**src/rtl/gcd_arbiter.sv**
```systemverilog
// Round-robin arbiter/sequencer sharing one GCD core among N_REQ requesters.
// Grants one requester, latches its operands, runs the core, returns the result.
module gcd_arbiter #(
    parameter int unsigned N_REQ = 4,
    parameter int unsigned W     = 16
) (
    input  logic               clk,
    input  logic               rst_n,
    input  logic [N_REQ-1:0]   req,
    input  logic [N_REQ*W-1:0] req_a,
    input  logic [N_REQ*W-1:0] req_b,
    output logic [N_REQ-1:0]   ack,
    output logic [N_REQ-1:0]   rsp_valid,
    output logic [W-1:0]       rsp_gcd,
    output logic               busy,
    output logic               core_start,
    output logic [W-1:0]       core_a,
    output logic [W-1:0]       core_b,
    input  logic               core_done,
    input  logic [W-1:0]       core_gcd
);

    localparam int unsigned PW = (N_REQ > 1) ? $clog2(N_REQ) : 1;
    localparam logic [N_REQ-1:0] ONE = {{(N_REQ-1){1'b0}}, 1'b1};

    typedef enum logic [1:0] {
        IDLE,
        ISSUE,
        WAIT_DONE,
        WAIT_DROP
    } state_t;

    state_t        state;
    logic [PW-1:0] ptr;
    logic [PW-1:0] g;
    logic [W-1:0]  op_a;
    logic [W-1:0]  op_b;

    logic [PW-1:0] pick;
    logic [PW-1:0] scan;
    logic          found;

    // Circular scan starting at ptr; first set request bit wins.
    always_comb begin
        pick  = ptr;
        found = 1'b0;
        scan  = '0;
        for (int unsigned k = 0; k < N_REQ; k++) begin
            scan = PW'((32'(ptr) + k) % N_REQ);
            if (!found && req[scan]) begin
                found = 1'b1;
                pick  = scan;
            end
        end
    end

    always_ff @(posedge clk) begin
        if (!rst_n) begin
            state      <= IDLE;
            ptr        <= '0;
            g          <= '0;
            op_a       <= '0;
            op_b       <= '0;
            ack        <= '0;
            rsp_valid  <= '0;
            rsp_gcd    <= '0;
            busy       <= 1'b0;
            core_start <= 1'b0;
        end else begin
            ack        <= '0;
            rsp_valid  <= '0;
            core_start <= 1'b0;
            unique case (state)
                IDLE: begin
                    if (found) begin
                        g          <= pick;
                        op_a       <= req_a[32'(pick)*W +: W];
                        op_b       <= req_b[32'(pick)*W +: W];
                        ack        <= ONE << pick;
                        core_start <= 1'b1;
                        busy       <= 1'b1;
                        state      <= ISSUE;
                    end
                end
                ISSUE: begin
                    state <= WAIT_DONE;
                end
                WAIT_DONE: begin
                    if (core_done) begin
                        rsp_gcd   <= core_gcd;
                        rsp_valid <= ONE << g;
                        state     <= WAIT_DROP;
                    end
                end
                WAIT_DROP: begin
                    // The core only takes a new start once done has fallen.
                    if (!core_done) begin
                        ptr   <= (32'(g) + 1 == N_REQ) ? '0 : g + PW'(1);
                        busy  <= 1'b0;
                        state <= IDLE;
                    end
                end
                default: begin
                    state <= IDLE;
                end
            endcase
        end
    end

    assign core_a = op_a;
    assign core_b = op_b;

endmodule

```
**config.mk**
```make
export PLATFORM = sky130hd
export DESIGN_NAME = gcd_arbiter
export DESIGN_NICKNAME = d
export VERILOG_FILES = /design/src/rtl/gcd_arbiter.sv
export SDC_FILE = /design/constraint.sdc
export NUM_CORES = 1
export LEC_CHECK = 0
export BUFFER_PORTS_ARGS = -buffer_cell sky130_fd_sc_hd__buf_2
export CAP_MARGIN = 15
export CORE_ASPECT_RATIO = 0.8
export CORE_MARGIN = 3
export CORE_UTILIZATION = 29
export DETAILED_ROUTE_END_ITERATION = 12
export PLACE_DENSITY = 0.62
export RECOVER_POWER = 25
export SYNTH_ARGS = -nofsm -noshare
export SYNTH_HDL_FRONTEND = slang
export SYNTH_SLANG_ARGS = --single-unit
```
**constraint.sdc**
```tcl
create_clock -name clk -period 4 [get_ports clk]
set_input_delay 0 -clock clk [delete_from_list [all_inputs] [get_ports clk]]
set_output_delay 0 -clock clk [all_outputs]
set_load 0.01 [all_outputs]
```
=== Yosys cells after proc, flatten, opt, wreduce, memory -nomap -nowiden ===
Index checks and enable logic that the tools add are counted.

* Flip-flop bits (word level): 64
* Latch bits: 0
* RAM bits: 0
* Memory bits (read-only): 0
* Input port bits: 151
* Output and inout port bits: 58
* Logic and storage cells: 71
* Memories: 0

* $add $sub $neg: 5
* Multipliers: 0
* Divide/modulo/power cells: 0
* Order comparisons: 4
* Equality and inequality tests: 7
* Shifts and indexed selects: 4
* Muxes and demuxes: 24
* Bitwise logic cells: 1
* Reductions and logical operators: 16

{| class="wikitable"
|+ Operators with widths
! operator !! number
|-
| indexed part select 64 x 7 -> 16 bit || 2
|-
| two-way mux 2 bit || 7
|-
| < comparator 2 x 3 -> 1 bit, second input constant || 4
|-
| AND reduction 3 bit || 4
|-
| two-way mux 1 bit || 11
|-
| binary-select mux 1 bit (select 2 bit) || 4
|-
| case mux 2 bit (4 select lines) || 1
|-
| AND reduction 2 bit || 4
|-
| left shift 1 x 2 -> 4 bit, first input constant || 2
|-
| inequality test 2 bit, second input constant || 3
|-
| adder 2 x 1 -> 2 bit, second input constant || 2
|-
| adder 2 bit, second input constant || 2
|-
| == test 2 bit, second input constant || 2
|-
| adder 2 x 1 -> 3 bit, second input constant || 1
|-
| == test 3 bit, second input constant || 1
|-
| logical AND 1 bit || 3
|-
| zero test 1 bit || 3
|-
| == test 2 x 1 -> 1 bit, second input constant || 1
|-
| zero test 2 bit || 1
|-
| case mux 1 bit (2 select lines) || 1
|-
| nonzero test 2 bit || 1
|-
| NOT 1 bit || 1
|}

=== Logic depth before layout (Yosys ltp) ===
* Depth in word-level cells: 14
* Gate-level depth with buffers: 9
* Gate-level depth less buffers: 7

=== Worst setup path before layout ===
No wires, ideal clock.

* Kind: register -> register
* From: reg ptr[0]
* To: reg op_a[14], in the netlist core_a[14]
* Library setup time: 0.125 ns
* Arrival time: 1.742 ns
* Data required time: 3.875 ns
* Slack: 2.133 ns
* Cell stages (with the launch flop): 9
* Path buffers: 2
* Clock period less this slack: 1.867 ns
* Path through: dfxtp_1 -> and2b_1 -> nor4_2 -> or2_1 -> buf_6 -> buf_6 -> mux2_4 -> a32oi_1 -> o31ai_1

* Cells in the longest elaborated chain, start to end: 13
* Elaborated cells on any way between the ends: 26
* Classes of those cells: 3 x add/sub; 1 x shift; 15 x mux; 7 x reduce/logical

{| class="wikitable"
|+ RTL lines
! element !! line !! text
|-
| start, declared || 34 || <nowiki>logic [PW-1:0] ptr;</nowiki>
|-
| start signal, assigned || 98 || <nowiki>ptr <= (32'(g) + 1 == N_REQ) ? '0 : g + PW'(1);</nowiki>
|-
| branches (longest 13 deep; another with adder 2 x 1 -> 2 bit) || n/a ||
|-
| end signal, assigned || 77 || <nowiki>op_a <= req_a[32'(pick)*W +: W];</nowiki>
|-
| end, declared || 36 || <nowiki>logic [W-1:0] op_a;</nowiki>
|}

Several ways; the timed one is not identified. The select of a mux whose other input is x is not followed.
A chain may end at the register's enable or synchronous reset.

==> reports/results.md <==
| Item | Value |
| --- | --- |
| Result of the run | completed |
| Number of buffers added on ports | 208 |
| Horiz. Die Dim | 120.5 um |
| Clock-pin slew of the registers on the worst-case setup and hold paths | 0.05 ns |
| Setup violation total in the final timing report | 0 |
| Power density relative to cell area | 493.1 mW/mm2 |
| Cell count after synthesis | 331 |
| Path category of the worst min-delay check | input port to flip-flop |
| Cell Rows | 32 |
| Post-route cell area | 0.005211 mm2 |
| Pre-CTS setup slack | 1.242 ns |
| Number of top-level pins | 209 |
| Mapped Nets | 486 |
| Area Growth Syn to Fin | 71.40% |
| Setup repair after global routing missed its margin | false |
| Latest clock arrival within the worst-skew pair | 0.32 ns |
| Clock tree root buffer cell | sky130_fd_sc_hd__clkbuf_16 |
| Global placement routability congestion | 0.7550 |
| R2R depth | 8 |
| Global-route wire length before repair | 17.74 mm |
| Die Outline Area | 0.01176 mm2 |
| DR pass1 iterations | 5 |
| CTS resizes | 0 |
| Max-cap violations | 0 |
| Number of sinks on the clock net | 64 |
| Relative max-transition margin | 39.76% |
| Placement-stage cell area | 0.004159 mm2 |
| Post-route clock period utilization | 82.30% |
| Via/cell ratio | 4.866 |
| Number of DRC markers after the initial detailed-route iteration | 118 |
| Worst setup path class | input port to flip-flop |
| Synthesis Warnings | 0 |
| Total vias in the final route | 3,645 |
| Net total in the final layout | 763 |
| Final Slew Violations | 0 |
| Max Fanout on Critical Path | 31 |
| Number of unique standard cell types used by synthesis | 36 |
| Initial core utilization | 30.62% |
| Category of the worst setup path launch point | input port |
| Largest incremental delay on the critical path | 0.67 ns |
| Avg Synthesized Cell Area | 9.186 um2 |
| Crit path capture type | flip-flop |
| Total CTS buffers | 9 |
| Worst path cell trace | dlygate4sd3_1, buf_2, inv_1, or2_1, buf_4, nor3_4, buf_4, a22oi_1, o21ai_1, dlygate4sd3_1 |
| Required @ worst endpoint | 4.20 ns |
| Final global-route overflow total | 0 |
| Number of buffers added to fix hold violations after cts | 79 |
| Post-synthesis sequential element count | 64 |
| Max Clk Rate | 303.8 MHz |
| Routed Wire Length | 11.04 mm |
| Number of diodes | 0 |
| DPL Wire Length | 7.896 mm |
| Via count of the first global-routing pass | 3,736 |
| Largest net degree at the start of global routing | 37 |
| Number of cells on the critical path | 10 |
| Global Route Usage Sum | 18.47% |
| Actual transition at the worst max-transition pin | 0.9036 ns |
| P_leak | 2.371 nW |
| Post-placement cell count | 654 |
| Fraction of final layout cells with drive strength greater than 1 | 36.38% |
| Worst Path Arrival | 3.50 ns |
| Final count of hold timing violations | 0 |
| Post-route clock skew | 0.004508 ns |
| Setup TNS after final layout | 0 ns |
| Critical Path Slowest Stage Cell | sky130_fd_sc_hd__or2_1 |
| Worst path bufs/invs | 6 |
| Smallest setup slack after layout | 0.7079 ns |
| H-tree depth | 3 |
| Initial antenna violation count | 0 |
| Worst path top cell family by delay | buffers and inverters |
| Post-route DRC violation count | 0 |
| Final cell count without fillers | 749 |
| Peak ir drop on the vdd network | 0.2369 mV |
| Final worst path period need | 3.292 ns |
| Average wire per standard cell | 14.74 um |
| Cell depth of the worst min-delay path | 3 |
| DIE HEIGHT | 97.58 um |
| Clock tree buffer depth | 2 |
| Netlist area before placement | 0.003040 mm2 |
| Core box area | 0.009930 mm2 |
| Post-CTS repair timing setup buffer count | 0 |
| Total power after layout | 0.002570 W |
| Sequential share of the synthesized area | 42.14% |
| Clock tree from TritonCTS | yes |
| Remaining antenna violation count | 0 |
==> layout by cell type (no fill, tap or decap), types with 2 or more instances in the layout <==
| master | count |
|---|---|
| sky130_fd_sc_hd__a21oi_1 | 21 |
| sky130_fd_sc_hd__a22oi_1 | 62 |
| sky130_fd_sc_hd__and2_1 | 2 |
| sky130_fd_sc_hd__and3_1 | 2 |
| sky130_fd_sc_hd__buf_2 | 178 |
| sky130_fd_sc_hd__buf_4 | 6 |
| sky130_fd_sc_hd__clkbuf_1 | 31 |
| sky130_fd_sc_hd__clkbuf_16 | 9 |
| sky130_fd_sc_hd__clkinv_2 | 2 |
| sky130_fd_sc_hd__dfxtp_1 | 64 |
| sky130_fd_sc_hd__dlygate4sd3_1 | 79 |
| sky130_fd_sc_hd__ha_1 | 4 |
| sky130_fd_sc_hd__inv_1 | 5 |
| sky130_fd_sc_hd__mux2_1 | 14 |
| sky130_fd_sc_hd__mux2_2 | 17 |
| sky130_fd_sc_hd__mux2i_1 | 3 |
| sky130_fd_sc_hd__nand2_1 | 36 |
| sky130_fd_sc_hd__nor2_1 | 14 |
| sky130_fd_sc_hd__nor2b_1 | 4 |
| sky130_fd_sc_hd__nor3_1 | 4 |
| sky130_fd_sc_hd__nor3b_1 | 2 |
| sky130_fd_sc_hd__nor4_2 | 2 |
| sky130_fd_sc_hd__o21ai_0 | 2 |
| sky130_fd_sc_hd__o21ai_1 | 30 |
==> layout make-up <==
class | count | area, um2
fill | 962 | 4718
clock buffer | 11 | 242.7
tap | 136 | 170.2
sequential | 64 | 1281
inverter | 5 | 18.77
clock inverter | 5 | 56.30
timing repair buffer | 293 | 1839
multi-input combinational | 235 | 1603
==> Yosys cell counts, drive strengths merged <==
| cell | number | area share (%) |
|---|---|---|
| o21ai | 32 | 5.3 |
| nor3 | 5 | 0.99 |
| nand2 | 36 | 4.4 |
| ha | 4 | 1.6 |
| o31ai | 1 | 0.25 |
| o21a | 1 | 0.25 |
| a221oi | 1 | 0.29 |
| nor2 | 15 | 1.9 |
| mux2i | 3 | 0.99 |
| buf | 18 | 3.7 |
| a211oi | 1 | 0.25 |
| o211ai | 1 | 0.25 |
| inv | 5 | 0.62 |
| a211o | 1 | 0.29 |
| or2 | 2 | 0.41 |
| and3 | 2 | 0.41 |
| a32oi | 1 | 0.29 |
| nor2b | 4 | 0.82 |
| mux2 | 32 | 12 |
| dfxtp | 64 | 42 |
| nor3b | 2 | 0.49 |
| clkbuf | 9 | 1.1 |
| and2b | 1 | 0.25 |
| nor4 | 2 | 0.82 |
| a21oi | 21 | 3.5 |
| a22oi | 62 | 15 |
| and4 | 1 | 0.29 |
| and2 | 2 | 0.41 |
| and3b | 1 | 0.29 |
| nand2b | 1 | 0.45 |
==> logic make-up after synthesis <==
family | share of synthesized area [%]
multiplexers | 12.96
adder cells (fa/ha/maj) | 1.646
flip-flops | 42.14
buffers and inverters | 5.432
AND/OR/NAND/NOR | 11.93
AO/OA/AOI/OAI | 25.89
==> path summary, 6_finish.rpt <==
path / endpoint / from / slack (ns)
worst max-delay path: core_b[2] / rst_n / 0.71
worst max register to register: core_b[2] / ptr[0] / 0.74
worst min register to register: rsp_gcd[2] / rsp_gcd[2] / 0.45
worst min-delay path: core_a[14] / req_a[30] / 0.02
==> registers in the layout (all words and copies together), names as in the netlist <==
name,cells
ack,4
busy,1
ptr,2
g,2
rsp_gcd,16
core_a,16
core_b,16
rsp_valid,4
state,2
core_start,1
==> power by group <==
group          leakage (nW)  switching, W  internal, W
clock                 0.145      0.000274     0.000498
sequential            0.524     0.0000778     0.000788
combinational          1.70      0.000471     0.000462
==> worst min-delay path, stage by stage <==
cell and delay, ns:
sky130_fd_sc_hd__buf_2 0.09, sky130_fd_sc_hd__mux2i_1 0.12, sky130_fd_sc_hd__o31ai_1 0.08
==> per-layer routing <==
layer / routed length (um) / track usage, % / vias to the layer above / share of wire (%)
met3: 704 / 5.239 / 32 / 6.4
met1: 4632 / 20.72 / 1698 / 42
met4: 312 / 7.230 / 0 / 2.8
met2: 5389 / 32.80 / 145 / 49
li1: - / - / 1770 / -
met5: 0 / 0 / - / 0
==> metrics by stage <==
stage,hold slack [ns],util (%)
6_report,0.01938,52.48
5_1_grt,0.03035,52.48
4_1_cts,0.007795,52.86
3_5_place_dp,0.2313,41.89
3_3_place_gp,0.2229,41.89
2_1_floorplan,0.1310,-
No activity file was read; power rests on OpenSTA's default activity.
